### config.mk
export PLATFORM = sky130hd
export DESIGN_NAME = fp_regfile_port_arbiter
export DESIGN_NICKNAME = d
export VERILOG_FILES = /design/src/rtl/fp_rf_arb_pkg.sv /design/src/rtl/fp_rf_wq.sv /design/src/rtl/fp_regfile_port_arbiter.sv
export SDC_FILE = /design/constraint.sdc
export NUM_CORES = 1
export LEC_CHECK = 0
export ABC_AREA = 1
export CORE_MARGIN = 4
export CORE_UTILIZATION = 30
export DETAILED_ROUTE_END_ITERATION = 16
export GPL_TIMING_DRIVEN = 0
export PLACE_DENSITY = 0.64
export SLEW_MARGIN = 20
export SYNTH_ARGS = -nofsm -noshare
export SYNTH_HDL_FRONTEND = slang
export SYNTH_SLANG_ARGS = --single-unit
### constraint.sdc
create_clock -name clk -period 3.2 [get_ports clk]
set_input_delay 0.64 -clock clk [delete_from_list [all_inputs] [get_ports clk]]
set_output_delay 0.64 -clock clk [all_outputs]
set_load 0.1 [all_outputs]
### src/rtl/fp_rf_arb_pkg.sv
// Shared types and default constants for the FP register-file port arbiter.
//   wr_entry_t  : one buffered photon write {addr, data} at the default widths
//   arb_state_t : write-port arbitration state (NORMAL / FORCE)
//   *_DEF       : default parameter values used by the arbiter and its queue
package fp_rf_arb_pkg;

  localparam int QDEPTH_DEF     = 2;
  localparam int STARVE_MAX_DEF = 4;
  localparam int AW_DEF         = 5;
  localparam int DW_DEF         = 32;

  typedef struct packed {
    logic [AW_DEF-1:0] addr;
    logic [DW_DEF-1:0] data;
  } wr_entry_t;

  typedef enum logic {
    NORMAL = 1'b0,
    FORCE  = 1'b1
  } arb_state_t;

endpackage

### src/rtl/fp_rf_wq.sv
// Photon write queue: a small FIFO of {addr, data} entries.
// Ports:
//   clk, rst_n                 clock, asynchronous active-low reset (empties the queue)
//   push_i, push_addr/data_i   enqueue request (ignored while full)
//   pop_i                      dequeue the head (ignored while empty)
//   match_addr_i               address compared against every occupied entry
//   full_o, empty_o            occupancy flags
//   head_addr_o, head_data_o   oldest entry
//   match_o                    per-entry "occupied and addr == match_addr_i"
module fp_rf_wq
  import fp_rf_arb_pkg::*;
#(
  parameter int DEPTH = QDEPTH_DEF,
  parameter int AW    = AW_DEF,
  parameter int DW    = DW_DEF
) (
  input  logic             clk,
  input  logic             rst_n,
  input  logic             push_i,
  input  logic [AW-1:0]    push_addr_i,
  input  logic [DW-1:0]    push_data_i,
  input  logic             pop_i,
  input  logic [AW-1:0]    match_addr_i,
  output logic             full_o,
  output logic             empty_o,
  output logic [AW-1:0]    head_addr_o,
  output logic [DW-1:0]    head_data_o,
  output logic [DEPTH-1:0] match_o
);

  localparam int PW = $clog2(DEPTH);

  logic [AW-1:0] addr_mem [DEPTH];
  logic [DW-1:0] data_mem [DEPTH];

  logic [PW-1:0] rd_ptr_q, rd_ptr_d;
  logic [PW-1:0] wr_ptr_q, wr_ptr_d;
  logic [PW:0]   count_q, count_d;
  logic          do_push, do_pop;

  assign full_o  = (count_q == (PW+1)'(DEPTH));
  assign empty_o = (count_q == '0);
  assign do_push = push_i && !full_o;
  assign do_pop  = pop_i && !empty_o;

  always_comb begin
    rd_ptr_d = rd_ptr_q;
    wr_ptr_d = wr_ptr_q;
    count_d  = count_q;
    if (do_pop)  rd_ptr_d = rd_ptr_q + PW'(1);
    if (do_push) wr_ptr_d = wr_ptr_q + PW'(1);
    count_d = count_q + (PW+1)'(do_push) - (PW+1)'(do_pop);
  end

  always_ff @(posedge clk or negedge rst_n) begin
    if (!rst_n) begin
      rd_ptr_q <= '0;
      wr_ptr_q <= '0;
      count_q  <= '0;
    end else begin
      rd_ptr_q <= rd_ptr_d;
      wr_ptr_q <= wr_ptr_d;
      count_q  <= count_d;
    end
  end

  // Storage needs no reset: occupancy is tracked by the pointers and count.
  always_ff @(posedge clk) begin
    if (do_push) begin
      addr_mem[wr_ptr_q] <= push_addr_i;
      data_mem[wr_ptr_q] <= push_data_i;
    end
  end

  assign head_addr_o = addr_mem[rd_ptr_q];
  assign head_data_o = data_mem[rd_ptr_q];

  // Slot i is occupied when its distance from the read pointer (mod DEPTH,
  // DEPTH being a power of two) is below the current count.
  for (genvar i = 0; i < DEPTH; i++) begin : g_match
    logic [PW-1:0] off;
    assign off        = PW'(i) - rd_ptr_q;
    assign match_o[i] = ({1'b0, off} < count_q) && (addr_mem[i] == match_addr_i);
  end

endmodule

### src/rtl/fp_regfile_port_arbiter.sv
// Arbitrates the FP register file's single write port and shared rs1 read
// port between the pipeline WB stage (priority) and the photon coprocessor.
// Photon writes are queued; after STARVE_MAX consecutive write cycles lost to
// the pipeline with a non-empty queue, one FORCE cycle stalls the pipeline
// and drains the queue head. Photon reads return data one cycle after accept
// and see a same-cycle write through a bypass.
//
// Handshakes: a transfer happens on a cycle where valid && ready are both
// high; ready never depends on a transfer completing in the same cycle
// (ph_wr_ready is !full, with no pass-through when full).
//
// Ports:
//   clk, Rst                       clock, asynchronous active-low reset
//   wb_regwrite/wb_rd/wb_data      pipeline write-back request
//   mem_hold                       suppresses the pipeline write
//   pipe_stall                     pipeline must hold WB (forced photon slot)
//   ph_wr_valid/ready/addr/data    photon write request into the queue
//   pipe_rs1, pipe_rs1_data        pipeline rs1 read (address 0 = no read)
//   ph_rd_valid/addr/ready         photon read request
//   ph_rd_data_valid, ph_rd_data   photon read result, one cycle after accept
//   rf_we/rf_waddr/rf_wdata        register-file write port
//   rf_raddr, rf_rdata             register-file shared read port
module fp_regfile_port_arbiter
  import fp_rf_arb_pkg::*;
#(
  parameter int QDEPTH     = QDEPTH_DEF,
  parameter int STARVE_MAX = STARVE_MAX_DEF,
  parameter int AW         = AW_DEF,
  parameter int DW         = DW_DEF
) (
  input  logic          clk,
  input  logic          Rst,
  input  logic          wb_regwrite,
  input  logic [AW-1:0] wb_rd,
  input  logic [DW-1:0] wb_data,
  input  logic          mem_hold,
  output logic          pipe_stall,
  input  logic          ph_wr_valid,
  output logic          ph_wr_ready,
  input  logic [AW-1:0] ph_wr_addr,
  input  logic [DW-1:0] ph_wr_data,
  input  logic [AW-1:0] pipe_rs1,
  output logic [DW-1:0] pipe_rs1_data,
  input  logic          ph_rd_valid,
  input  logic [AW-1:0] ph_rd_addr,
  output logic          ph_rd_ready,
  output logic          ph_rd_data_valid,
  output logic [DW-1:0] ph_rd_data,
  output logic          rf_we,
  output logic [AW-1:0] rf_waddr,
  output logic [DW-1:0] rf_wdata,
  output logic [AW-1:0] rf_raddr,
  input  logic [DW-1:0] rf_rdata
);

  localparam int CW = $clog2(STARVE_MAX + 1);

  arb_state_t    state_q, state_d;
  logic [CW-1:0] starve_q, starve_d;
  logic          rd_valid_q;
  logic [DW-1:0] rd_data_q, rd_data_d;

  logic              pw, q_push, q_pop, q_full, q_empty, hazard, rd_accept;
  logic [AW-1:0]     q_head_addr;
  logic [DW-1:0]     q_head_data;
  logic [QDEPTH-1:0] q_match;

  logic          wr_pipe, stall, we;
  logic [AW-1:0] waddr, raddr;
  logic [DW-1:0] wdata;

  assign pw     = wb_regwrite && (wb_rd != '0) && !mem_hold;
  assign q_push = ph_wr_valid && ph_wr_ready;

  fp_rf_wq #(
    .DEPTH (QDEPTH),
    .AW    (AW),
    .DW    (DW)
  ) u_wq (
    .clk          (clk),
    .rst_n        (Rst),
    .push_i       (q_push),
    .push_addr_i  (ph_wr_addr),
    .push_data_i  (ph_wr_data),
    .pop_i        (q_pop),
    .match_addr_i (ph_rd_addr),
    .full_o       (q_full),
    .empty_o      (q_empty),
    .head_addr_o  (q_head_addr),
    .head_data_o  (q_head_data),
    .match_o      (q_match)
  );

  // Write-port arbitration.
  always_comb begin
    state_d  = state_q;
    starve_d = starve_q;
    q_pop    = 1'b0;
    stall    = 1'b0;
    wr_pipe  = 1'b0;
    we       = 1'b0;
    waddr    = '0;
    wdata    = '0;
    case (state_q)
      NORMAL: begin
        if (pw) begin
          wr_pipe = 1'b1;
          if (!q_empty) starve_d = starve_q + CW'(1);
          if (starve_d == CW'(STARVE_MAX)) state_d = FORCE;
        end else if (!q_empty) begin
          q_pop    = 1'b1;
          starve_d = '0;
        end
      end
      FORCE: begin
        state_d  = NORMAL;
        starve_d = '0;
        if (!q_empty) begin
          stall = 1'b1;
          q_pop = 1'b1;
        end
      end
      default: state_d = NORMAL;
    endcase
    // A queued entry aimed at r0 is retired without touching the file.
    if (wr_pipe) begin
      we    = 1'b1;
      waddr = wb_rd;
      wdata = wb_data;
    end else if (q_pop && (q_head_addr != '0)) begin
      we    = 1'b1;
      waddr = q_head_addr;
      wdata = q_head_data;
    end
  end

  always_ff @(posedge clk or negedge Rst) begin
    if (!Rst) begin
      state_q  <= NORMAL;
      starve_q <= '0;
    end else begin
      state_q  <= state_d;
      starve_q <= starve_d;
    end
  end

  // Read port. A photon read waits while any queued write targets its
  // address so it never observes a stale value.
  assign raddr     = (pipe_rs1 != '0) ? pipe_rs1 : ph_rd_addr;
  assign hazard    = |q_match;
  assign rd_accept = Rst && ph_rd_valid && (pipe_rs1 == '0) && !hazard;

  always_comb begin
    rd_data_d = rf_rdata;
    if (ph_rd_addr == '0)                    rd_data_d = '0;
    else if (we && (waddr == ph_rd_addr))    rd_data_d = wdata;
  end

  always_ff @(posedge clk or negedge Rst) begin
    if (!Rst) begin
      rd_valid_q <= 1'b0;
      rd_data_q  <= '0;
    end else begin
      rd_valid_q <= rd_accept;
      if (rd_accept) rd_data_q <= rd_data_d;
    end
  end

  // Combinational outputs are forced low while reset is asserted.
  assign pipe_stall       = Rst && stall;
  assign ph_wr_ready      = Rst && !q_full;
  assign ph_rd_ready      = rd_accept;
  assign ph_rd_data_valid = rd_valid_q;
  assign ph_rd_data       = rd_data_q;
  assign rf_we            = Rst && we;
  assign rf_waddr         = Rst ? waddr : '0;
  assign rf_wdata         = Rst ? wdata : '0;
  assign rf_raddr         = Rst ? raddr : '0;
  assign pipe_rs1_data    = (Rst && (pipe_rs1 != '0)) ? rf_rdata : '0;

endmodule

## Yosys cells after proc, flatten, opt, wreduce, memory -nomap -nowiden

Memory sizes are Yosys's and may differ from the RTL's.
Cells that the tools add are included.

| operators by class | value |
|---|---|
| add/sub/neg operators | 7 |
| $lt $le $gt $ge | 2 |
| eq/ne operators | 6 |
| muxes and demuxes | 30 |
| bitwise operators | 1 |
| reductions and logical operators | 27 |

Operator list:

| cell | count |
|---|---|
| 2-to-1 mux 32 bit | 6 |
| 2-to-1 mux 5 bit | 5 |
| logical AND 1 bit | 16 |
| == test 5 bit | 3 |
| 2-to-1 mux 3 bit | 5 |
| nonzero test 5 bit | 3 |
| 2-to-1 mux 1 bit | 11 |
| zero test 5 bit | 2 |
| one-hot mux 3 bit (2 select lines) | 1 |
| zero test 1 bit | 4 |
| less-than comparator 1 x 2 -> 1 bit | 2 |
| one-hot mux 1 bit (2 select lines) | 2 |
| adder 3 x 1 -> 3 bit (second input constant) | 1 |
| == test 3 bit (second input constant) | 1 |
| != test 3 bit (second input constant) | 1 |
| adder 1 bit (second input constant) | 2 |
| adder 2 x 1 -> 2 bit | 1 |
| == test 2 bit (second input constant) | 1 |
| zero test 2 bit | 1 |
| OR reduction 2 bit | 1 |
| subtractor 1 bit (first input constant) | 2 |
| subtractor 2 x 1 -> 2 bit | 1 |
| NOT 1 bit | 1 |

| storage, ports and cells | value |
|---|---|
| bits in registers | 41 |
| memory bits (writable) | 74 |
| input bits | 122 |
| output and inout bits | 111 |
| word-level logic and storage cells | 82 |
| memories kept | 2 |

Memory list:

| name | words | width | read ports | clocked after Yosys merged registers in | wr ports | RTL line | text |
|---|---|---|---|---|---|---|---|
| u_wq.data_mem | 2 | 32 | 1 | 0 | 1 | fp_rf_wq.sv:34 | `logic [DW-1:0] data_mem [DEPTH];` |
| u_wq.addr_mem | 2 | 5 | 3 | 0 | 1 | fp_rf_wq.sv:33 | `logic [AW-1:0] addr_mem [DEPTH];` |

## Depth between registers and ports, before layout

Gate-level depths: netlist of run 1.

| depth | value |
|---|---|
| word-level depth | 12 |
| depth in mapped cells | 17 |
| mapped depth without buffers | 15 |

## Cells and area by module

From an unflattened synthesis of run 1, not the netlist that was laid out.

| second synthesis, totals | value |
|---|---|
| cells, all modules | 826 |
| area total of the unflattened synthesis | 6312.3 um^2 |

By module, submodules not included:

| module | instances | cells each | area each (um^2) |
|---|---|---|---|
| fp_regfile_port_arbiter | 1 | 563 | 3199.3 |
| fp_rf_wq | 1 | 263 | 3113.0 |

## Worst setup path after synthesis of run 1

Ideal clock, no wire load.

| timing | value |
|---|---|
| kind | input to register |
| start | input port Rst |
| end | memory u_wq.addr_mem[0][0] (netlist bit), enable pin |
| setup time | 0.431 ns |
| data arrival time | 4.210 ns |
| data required time | 2.769 ns |
| slack | -1.442 ns |
| stages | 4 |
| path through | inv_2 -> a21oi_1 -> nand2_1 -> nor2_1 |

| between the ends | value |
|---|---|
| cells in the longest elaborated chain, start to end | 5 |

RTL lines:

| element | RTL line | text |
|---|---|---|
| start: declaration | fp_regfile_port_arbiter.sv:32 | `input logic Rst,` |
| logical AND 1 bit | fp_regfile_port_arbiter.sv:171 | `assign ph_wr_ready = Rst && !q_full;` |
| named net ph_wr_ready | fp_regfile_port_arbiter.sv:39 | `output logic ph_wr_ready,` |
| logical AND 1 bit | fp_regfile_port_arbiter.sv:73 | `assign q_push = ph_wr_valid && ph_wr_ready;` |
| logical AND 1 bit | fp_rf_wq.sv:43 | `assign do_push = push_i && !full_o;` |
| 2-to-1 mux 1 bit | fp_rf_wq.sv:69 | `if (do_push) begin` |
| 2-to-1 mux 1 bit (not written as such) | fp_rf_wq.sv:70 | `addr_mem[wr_ptr_q] <= push_addr_i;` |
| end: declaration | fp_rf_wq.sv:33 |  |

The timed path passes the listed nets, and every way through them passes these cells.

## Worst setup path in the final report of run 1

| timing | value |
|---|---|
| start | input port wb_rd[0] |
| end | output port rf_wdata[13] |

| between the ends | value |
|---|---|
| cells in the longest elaborated chain, start to end | 9 |

RTL lines:

| element | RTL line | text |
|---|---|---|
| start: declaration | fp_regfile_port_arbiter.sv:34 | `input logic [AW-1:0] wb_rd,` |
| nonzero test 5 bit * | fp_regfile_port_arbiter.sv:72 | `assign pw = wb_regwrite && (wb_rd != '0) && !mem_hold;` |
| logical AND 1 bit * (2 in series) | fp_regfile_port_arbiter.sv:72 |  |
| 2-to-1 mux 1 bit | fp_regfile_port_arbiter.sv:106 | `if (pw) begin` |
| one-hot mux 1 bit (2 select lines) | fp_regfile_port_arbiter.sv:104 | `case (state_q)` |
| logical AND 1 bit | fp_regfile_port_arbiter.sv:130 | `end else if (q_pop && (q_head_addr != '0)) begin` |
| 2-to-1 mux 32 bit | fp_regfile_port_arbiter.sv:130 |  |
| 2-to-1 mux 32 bit * | fp_regfile_port_arbiter.sv:126 | `if (wr_pipe) begin` |
| 2-to-1 mux 32 bit * | fp_regfile_port_arbiter.sv:177 | `assign rf_wdata = Rst ? wdata : '0;` |
| end: declaration | fp_regfile_port_arbiter.sv:51 | `output logic [DW-1:0] rf_wdata,` |

Every way passes the cells marked *; elsewhere a longest branch is shown, timed or not.

==> results of run 1 <==
timing repair:
| item | in CTS | in global routing |
|---|---|---|
| gates resized for setup | 444 | 118 |
| pin swaps | 2 | 13 |
| buffers inserted | 4 | 18 |
| hold buffers | 0 | 0 |
| gates cloned | 0 | 1 |
| setup endpoints to repair | 78 | 77 |
synthesized netlist by cell type, drive strengths merged:
cell / instances / area (µm²)
o22ai: 4 / 25.0
nor4: 2 / 12.5
xor2: 6 / 52.6
nand4: 1 / 6.26
xnor2: 2 / 17.5
dfrtp: 41 / 1030
nor2: 93 / 379
clkbuf: 16 / 60.1
ha: 3 / 37.5
a21oi: 78 / 394
inv: 64 / 243
edfxtp: 74 / 2220
a221oi: 2 / 17.5
nor3: 4 / 20.0
buf: 20 / 128
o21ai: 8 / 43.8
nand3: 83 / 448
nand2: 203 / 767
worst max path at each step:
stage           startpoint           endpoint  slack (ns)  cells past startpoint
6_report          wb_rd[0]       rf_wdata[13]        0.06                     12
5_1_grt        wb_regwrite       rf_wdata[17]       -0.03                      9
4_1_cts        pipe_rs1[1]  pipe_rs1_data[13]       -0.12                      7
3_5_place_dp      wb_rd[2]       rf_wdata[29]       -1.28                     12
3_3_place_gp           Rst        rf_wdata[5]       -2.54                      5
2_1_floorplan  pipe_rs1[1]        rf_raddr[0]        0.05                      5
layer usage:
| metal | routed length, µm | part of all wire (%) |
|---|---|---|
| met3 | 1270 | 5.8 |
| met2 | 10700 | 49 |
| met1 | 9590 | 44 |
| met5 | 13 | 0.059 |
| met4 | 433 | 2.0 |
cells by family (layout without fill, tap and decap cells):
| family | after synthesis | count (layout) | share of synthesized area (%) |
|---|---|---|---|
| AOI/OAI and AO/OA | 92 | 92 | 8.14 |
| xor gates and xnor gates | 8 | 8 | 1.19 |
| DFF | 115 | 115 | 55.1 |
| and+or+nand+nor | 386 | 387 | 27.7 |
| buffers and inverters | 100 | 388 | 7.30 |
| adders and majority gates | 3 | 3 | 0.636 |
| other | 0 | 1 | 0 |
stage by stage:
| step | TNS [ns] | total power, mW |
|---|---|---|
| 2_1_floorplan | 0 | 4.78 |
| 3_3_place_gp | -356.76 | 5.87 |
| 3_5_place_dp | -68.87 | 5.89 |
| 4_1_cts | -1.10 | 7.98 |
| 5_1_grt | -0.159 | 8.67 |
| 6_report | 0 | 8.30 |
state kept, by name, indices dropped and copies added, names as in the netlist:
| name | flops |
|---|---|
| u_wq.data_mem | 64 |
| ph_rd_data | 32 |
| u_wq.addr_mem | 10 |
| starve_q | 3 |
| u_wq.count_q | 2 |
| ph_rd_data_valid | 1 |
| state_q | 1 |
| u_wq.rd_ptr_q | 1 |
| u_wq.wr_ptr_q | 1 |
power by group through the flow:
stage          registers (mW)  logic (mW)  clock network (mW)
5_1_grt                  1.96        4.69                2.02
3_5_place_dp             1.96        3.93                   0
6_report                 1.93        4.45                1.92
2_1_floorplan            2.44        2.34                   0
4_1_cts                  1.94        4.09                1.95
3_3_place_gp             1.96        3.91                   0
cell type report:
cell class	instances	area (µm²)
diodes	1	2.50
well taps	265	332
fillers	1863	9550
clock buffers	18	429
clock inverters	14	168
plain buffers	35	228
inverters	64	249
repair buffers	257	2600
flip-flops and latches	115	3250
multi-input cells	490	2590
critical path: stages:
cell	delay, ns
clkdlybuf4s50_1	0.46
nor2_2	0.12
nand3_2	0.11
nand3_4	0.11
nand2_2	0.09
inv_4	0.10
nand2_8	0.08
buf_6	0.16
a21oi_1	0.20
a21oi_2	0.08
nor2_2	0.10
buf_6	0.24
==> results.rst, run 1 <==
.. list-table::
   :header-rows: 1

   * - Metric
     - Value
   * - Maximum fanout along the worst path
     - 10
   * - Final critical path time including I/O delays and setup
     - about 3.1 ns
   * - Combinational share of power
     - a little over half
   * - Period utilization
     - a little over nine tenths
   * - Part of the power in the clock network
     - a little under a quarter
   * - Grt peak-use layer
     - met2
   * - Clock insertion delay at the later pin of the skew report
     - about 0.42 ns
   * - CP required
     - around 2.6 ns
   * - Commonest non-fill, non-tap cell in the layout
     - nand2_1
   * - Setup repair after global routing missed its margin
     - yes
   * - Leakage Power
     - ~4.3 nW
   * - Buffers on Ports
     - about 230
   * - Horizontal die dimension
     - approximately 150 µm
   * - Beginning of the worst register-to-register path
     - u_wq.rd_ptr_q
   * - Via count of the first global-routing pass
     - roughly 5600
   * - TritonCTS clock tree
     - done
   * - DPL Wire Length
     - between 15000 and 20000 µm
   * - Core Box Area
     - a little under 0.02 mm²
   * - Number of slew-limit violations in the final report
     - 0
   * - Run status
     - finished clean
   * - H-tree depth
     - 4
   * - Remaining design rule violation count
     - 0
   * - Hold Vio Cnt, Final
     - 0
   * - DR WL/cell
     - 17.5 µm
   * - Site row count
     - between 50 and 60
   * - First-pass GRT wire length
     - 32100 µm
   * - Clock root buffer master
     - clkbuf_16
   * - Worst Slack Setup Final
     - a little under 0.06 ns
   * - DRT antenna net count
     - 0
   * - Initial detailed-routing violation count
     - 281
   * - Number of vias per cell
     - 4.61
   * - Router iterations before antenna repair
     - 5
   * - Tightest Pin Transition
     - around 1.0 ns
   * - GR Util met1
     - ~25%
   * - Depth of the worst register-to-register path
     - 14
   * - Sequential power share
     - between 20% and 30%
   * - Destination of the worst register-to-register timing path
     - ph_rd_data[13]
   * - Number of buffers on the longest clock path
     - 2
   * - Total global routing track utilization
     - between 10% and 20%
   * - P per Cell Area
     - 843 mW/mm²
   * - Starting density of the core
     - a little under a third
   * - Mean instance size in the synthesized netlist
     - between 8 and 9 µm²
   * - Max-slew headroom at the worst pin
     - approximately 31%
   * - Fraction of final layout cells with drive strength greater than 1
     - between 20 and 30%
   * - Yosys synthesis warning count
     - 0
   * - Worst IR drop on VDD
     - between 0.0004 and 0.0005 V
   * - Leading cell types in the layout, fill and taps excluded
     - nand2_1 (199), clkdlybuf4s50_1 (149), nand3_1 (77), edfxtp_1 (74), inv_1 (56)
   * - Number of antenna violations at the first check in global routing
     - 2
   * - Cells after synthesis
     - around 700
   * - Maximum number of pins on one net before global-route repair
     - 38
   * - Slack of the worst reg-to-reg path
     - between 0.8 and 0.9 ns
   * - Internal power
     - 4.29 mW
   * - Boundary Pins
     - roughly 230
   * - Aggregate global routing overflow
     - 0
   * - Start-to-end type of the worst setup path
     - in2out
   * - Final-report setup violation count
     - 0
   * - CTS Sinks
     - between 100 and 150
   * - Placement Setup Slack
     - -1.28 ns
   * - Fraction of power spent switching nets
     - between 40% and 50%
   * - Final Non-Filler Cells
     - 1259
   * - Flop and latch count out of synthesis
     - 115
   * - Routability-driven placement congestion ratio
     - approximately 0.94
   * - Post-synthesis cell type count
     - 29
   * - Cell Count Post-Placement
     - 1202
   * - Area after detailed placement
     - ~0.0087 mm²
   * - Netlist area before placement
     - between 0.005 and 0.006 mm²
   * - Max-cap violations
     - 0
   * - Classification of the worst-slack hold path
     - in2async
   * - Final clock skew
     - slightly below 0.009 ns
   * - Die area
     - ~0.022 mm²
   * - Maximum clock frequency
     - around 320 MHz
   * - DRT Wirelength
     - between 20000 and 25000 µm
   * - Cell area after layout
     - 0.00985 mm²
   * - Crit path capture type
     - output port
   * - Post-CTS clock slew at the launch and capture registers of the worst setup and hold paths
     - 0.06 ns
   * - End-of-flow core utilization
     - between 50% and 60%
   * - Sw Pwr
     - around 4 mW
   * - Startpoint type of the worst setup path
     - input port
   * - Routed vias
     - between 5000 and 6000
   * - Critical path data arrival time
     - between 2 and 3 ns
   * - Met2 usage
     - between 30% and 40%
   * - Final net count
     - 1105
   * - Number of buffers inserted during clock tree synthesis
     - 17
   * - Share of the yosys chip area belonging to registers
     - a little under three fifths
   * - Met3 layer usage reported by global route
     - approximately 4.5%
   * - Post-route worst hold slack
     - about 0.12 ns
   * - P&R area growth vs syn
     - 66.9%
   * - Vert. Die Dim
     - ~150 µm
   * - Post-Syn Nets
     - 829
Power figures use the tool's default switching activity.
==> run 2, diff against run 1 <==
Settings changed: CTS_CLUSTER_SIZE set to 40.
==> results of run 2 <==
Final layout, timing and power as in run 1 (identical DEF).
==> run 3, diff against run 2 <==
Settings changed: PLACE_DENSITY 0.64 to 0.63, SYNTH_HIERARCHICAL set to 1.
==> run 3 against run 2 <==
Compared with the run above: routed wire length is 2.8% higher; fmax grew 0.20%; clock skew fell by 0.0027 ns; count of clock-buffer cells in the layout shrank 1; flip-flop and latch count stayed put; register-to-register slack got worse by 0.16 ns; utilization fell by 2.1 points; first-iteration DRC count rose by 23%; largest cell class unchanged; largest power group unchanged.
==> results.rst, run 3 <==
.. list-table::
   :header-rows: 1

   * - Metric
     - Value
   * - Run status
     - finished clean
   * - List of cells traversed by the critical path
     - clkdlybuf4s50_1, inv_2, nand3_4, nand3_4, buf_6, nand2_1, inv_2, nand2_2, inv_4, buf_4, buf_8, nand2_2, nand2_1, inv_2, nor2_2, buf_12
   * - Startpoint type of the worst setup path
     - input port
   * - Final-report setup violation count
     - 0 (unchanged)
   * - Routed vias
     - 6145 (+5.8%)
   * - Hold Vio Cnt, Final
     - 0 (unchanged)
   * - Commonest non-fill, non-tap cell in the layout
     - nand2_1
   * - Destination of the worst register-to-register timing path
     - ph_rd_data[24]
   * - CTS Sinks
     - 115 (unchanged)
   * - Mean instance size in the synthesized netlist
     - 7.64 µm² (-8.8%)
   * - Post-route worst hold slack
     - 0.160 ns (+0.0415 ns)
   * - Remaining design rule violation count
     - 0 (unchanged)
   * - Starting density of the core
     - 30.8% (+0.39 points)
   * - First-pass GRT wire length
     - 34300 µm (+6.9%)
   * - Cells after synthesis
     - 826 (+17%)
   * - Number of buffers inserted during clock tree synthesis
     - 17 (unchanged)
   * - Worst IR drop on VDD
     - 0.000438 V (-2.8%)
   * - Number of buffers on the longest clock path
     - 2 (unchanged)
   * - End-of-flow core utilization
     - 48.6% (-2.1 points)
   * - Crit-path leading delay family
     - buffers and inverters
   * - Most frequent cell after synthesis
     - nand2_1
   * - Netlist area before placement
     - 0.00631 mm² (+7.0%)
   * - DPL Wire Length
     - 17700 µm (+5.5%)
   * - Met2 usage
     - 32.1% (+0.27 points)
   * - Dominant cell type by area after synthesis
     - edfxtp_1
   * - P&R area growth vs syn
     - 57.9%
   * - Post-CTS clock slew at the launch and capture registers of the worst setup and hold paths
     - 0.06 ns (about the same)
   * - Start-to-end type of the worst setup path
     - in2out
   * - Classification of the worst-slack hold path
     - in2async
   * - Maximum clock frequency
     - 319 MHz (+0.20%)
   * - H-tree depth
     - 4 (unchanged)
   * - Site row count
     - 52 (+2.0%)
   * - Crit path capture type
     - output port
   * - Buffers on Ports
     - 232 (unchanged)
   * - DRT Wirelength
     - 22600 µm (+2.8%)
   * - Most common flop cell mapped by yosys
     - edfxtp_1
   * - Clock insertion delay at the later pin of the skew report
     - 0.41 ns (about the same)
   * - Tightest Pin Transition
     - 1.02 ns (-0.00966 ns)
   * - Die area
     - 0.0234 mm² (+6.6%)
   * - Maximum number of pins on one net before global-route repair
     - 49 (+29%)
   * - Number of slew-limit violations in the final report
     - 0 (unchanged)
   * - Total global routing track utilization
     - 19.0% (-0.17 points)
   * - Met3 layer usage reported by global route
     - 3.56% (-0.95 points)
   * - Share of the yosys chip area belonging to registers
     - 51.5% (-3.6 points)
   * - Critical path data arrival time
     - 2.49 ns (about the same)
   * - Final clock skew
     - 0.00604 ns (-0.00274 ns)
   * - Flop and latch count out of synthesis
     - 115 (unchanged)
   * - Clock root buffer master
     - clkbuf_16
   * - Number of vias per cell
     - 4.48 (-2.9%)
   * - Boundary Pins
     - 233 (unchanged)
   * - Leading cell types in the layout, fill and taps excluded
     - nand2_1 (339), clkdlybuf4s50_1 (149), inv_1 (91), nand3_1 (77), edfxtp_1 (74)
   * - Router iterations before antenna repair
     - 5 (unchanged)
   * - Yosys synthesis warning count
     - 6 (+6)
   * - Initial detailed-routing violation count
     - 347 (+23%)
   * - Total buffers and inverters traversed by the critical path
     - 9 (+5)
   * - Cell types with the highest counts after synthesis
     - nand2_1 (352), inv_1 (99), nor2_1 (78), nand3_1 (77), edfxtp_1 (74)
   * - Top-area cell type share of the netlist area
     - 35.2% (-2.5 points)
   * - Area contributors post-synth
     - edfxtp_1 (35%), nand2_1 (21%), dfrtp_1 (16%), nand3_1 (6.1%), inv_1 (5.9%)
   * - Routability-driven placement congestion ratio
     - 0.903 (-4.1%)
   * - Max-slew headroom at the worst pin
     - 31.8% (+0.54 points)
   * - Final net count
     - 1212 (+9.7%)
   * - Depth of the worst register-to-register path
     - 16 (+2)
   * - Most flop-heavy register
     - u_wq/data_mem
   * - Cell at the slowest stage of the critical path
     - clkdlybuf4s50_1
   * - Maximum fanout along the worst path
     - 6 (-4)
   * - Core Box Area
     - 0.0205 mm² (+5.7%)
   * - Number of antenna violations at the first check in global routing
     - 2 (unchanged)
   * - Beginning of the worst register-to-register path
     - u_wq/rd_ptr_q
   * - Async set-reset flop share out of synthesis
     - 35.7% (unchanged)
   * - Leakage Power
     - 4.76 nW (+11%)
   * - Fraction of final layout cells with drive strength greater than 1
     - 22.5% (-4.7 points)
   * - Via count of the first global-routing pass
     - 5866 (+4.8%)
   * - Number of enable-type register cells in the synthesized netlist
     - 74 (unchanged)
   * - Cell with the most instances on the worst path
     - inv_2
   * - Grt peak-use layer
     - met2
   * - GR Util met1
     - 25.1% (+0.15 points)
   * - Horizontal die dimension
     - 153 µm (+3.3%)
   * - Vert. Die Dim
     - 153 µm (+3.3%)
   * - DR WL/cell
     - 16.5 µm (-5.7%)
   * - Post-synthesis cell type count
     - 35 (+21%)
   * - Period utilization
     - 98.0% (-0.20 points)
   * - Slack of the worst reg-to-reg path
     - 0.70 ns (-0.16 ns)
   * - Final critical path time including I/O delays and setup
     - 3.13 ns (-0.00629 ns)
   * - Aggregate global routing overflow
     - 0 (unchanged)
   * - Largest register FFs
     - 64 (unchanged)
   * - Max-cap violations
     - 0 (unchanged)
   * - CP required
     - 2.56 ns (about the same)
   * - Max incr delay on CP
     - 0.44 ns (-0.02 ns)
   * - TritonCTS clock tree
     - done
   * - P per Cell Area
     - 842 mW/mm² (-0.19%)
   * - Post-Syn Nets
     - 951 (+15%)
   * - DRT antenna net count
     - 0 (unchanged)
[run 3: cell count changes in the layout (fill, tap and decap cells not counted), moves of 5 or more]
cell | before | now
a21oi_1 | 26 | 1
a21oi_2 | 49 | 6
buf_4 | 28 | 22
buf_6 | 14 | 24
clkbuf_1 | 13 | 4
clkbuf_4 | 0 | 5
inv_1 | 56 | 91
inv_2 | 5 | 13
nand2_1 | 199 | 339
nand2_2 | 3 | 12
nor2_1 | 52 | 43
o21ai_2 | 1 | 7
[run 3: what timing repair did]
action	in CTS	in global routing
endpoints found under the setup margin	78	64
cloned	1	0
resized for setup	493	68
setup buffers	7	2
hold buffers	0	0
pin swaps	6	4
[run 3: power breakdown]
group / leakage (nW) / switching (mW) / total [mW] / internal (mW)
combinational: 3.25 / 3.24 / 4.53 / 1.29
sequential: 1.22 / 0.0931 / 1.92 / 1.83
clock: 0.296 / 0.713 / 1.94 / 1.23
[run 3: through the flow]
step	cell area, µm²	setup slack (ns)	std cells	power [mW]	setup TNS [ns]
2_1_floorplan	6430	-0.0789	826	4.95	-0.0789
3_3_place_gp	9090	-4.02	1328	6.08	-589.43
3_5_place_dp	9150	-1.31	1330	6.14	-76.65
4_1_cts	9750	-0.0166	1368	8.29	-0.0166
5_1_grt	9970	-0.0133	1373	8.82	-0.0321
6_report	9970	0.0655	1373	8.39	0
[run 3: how the worst max path moves through the flow]
stage          slack (ns)  cells past startpoint     startpoint                   end
6_report             0.07                     16       wb_rd[3]          rf_wdata[26]
5_1_grt             -0.01                     16       wb_rd[3]          rf_wdata[23]
4_1_cts             -0.02                     16    wb_regwrite          rf_wdata[28]
3_5_place_dp        -1.31                      9  ph_rd_addr[4]           ph_rd_ready
3_3_place_gp        -4.02                      5            Rst  u_wq/data_mem[0][15]
2_1_floorplan       -0.08                      5    pipe_rs1[1]           rf_raddr[0]
[run 3: layout make-up]
type | count | area, µm²
clock inverter | 15 | 178
tap | 270 | 338
fill | 2022 | 10500
inverter | 108 | 413
multi-input combinational | 565 | 2660
buffer | 36 | 262
clock buffer | 17 | 425
timing repair buffer | 244 | 2430
sequential | 115 | 3250
antenna | 3 | 7.51
[run 3: worst reg2reg max path, delay by kind of cell (launching register included)]
family | cells | cell delay (ns)
AOI/OAI and AO/OA | 1 | 0.16
and+or+nand+nor | 10 | 1.20
DFF | 1 | 0.34
buffers and inverters | 5 | 0.76
[run 3: kinds of logic (layout without fill, tap and decap cells)]
kind of cell,Yosys count,after routing,synth area share (%)
and+or+nand+nor,528,528,34.4
buffers and inverters,146,420,10.1
DFF,115,115,51.5
AOI/OAI and AO/OA,27,27,2.50
xor gates and xnor gates,7,7,0.971
adders and majority gates,3,3,0.595
other,0,3,0
[run 3: per-layer routing]
layer	share of wire, %	routed length (µm)	vias up
li1	-	-	3100
met1	44	9980	2823
met4	1.9	419	0
met3	4.7	1060	24
met5	0	0	-
met2	49	11100	198
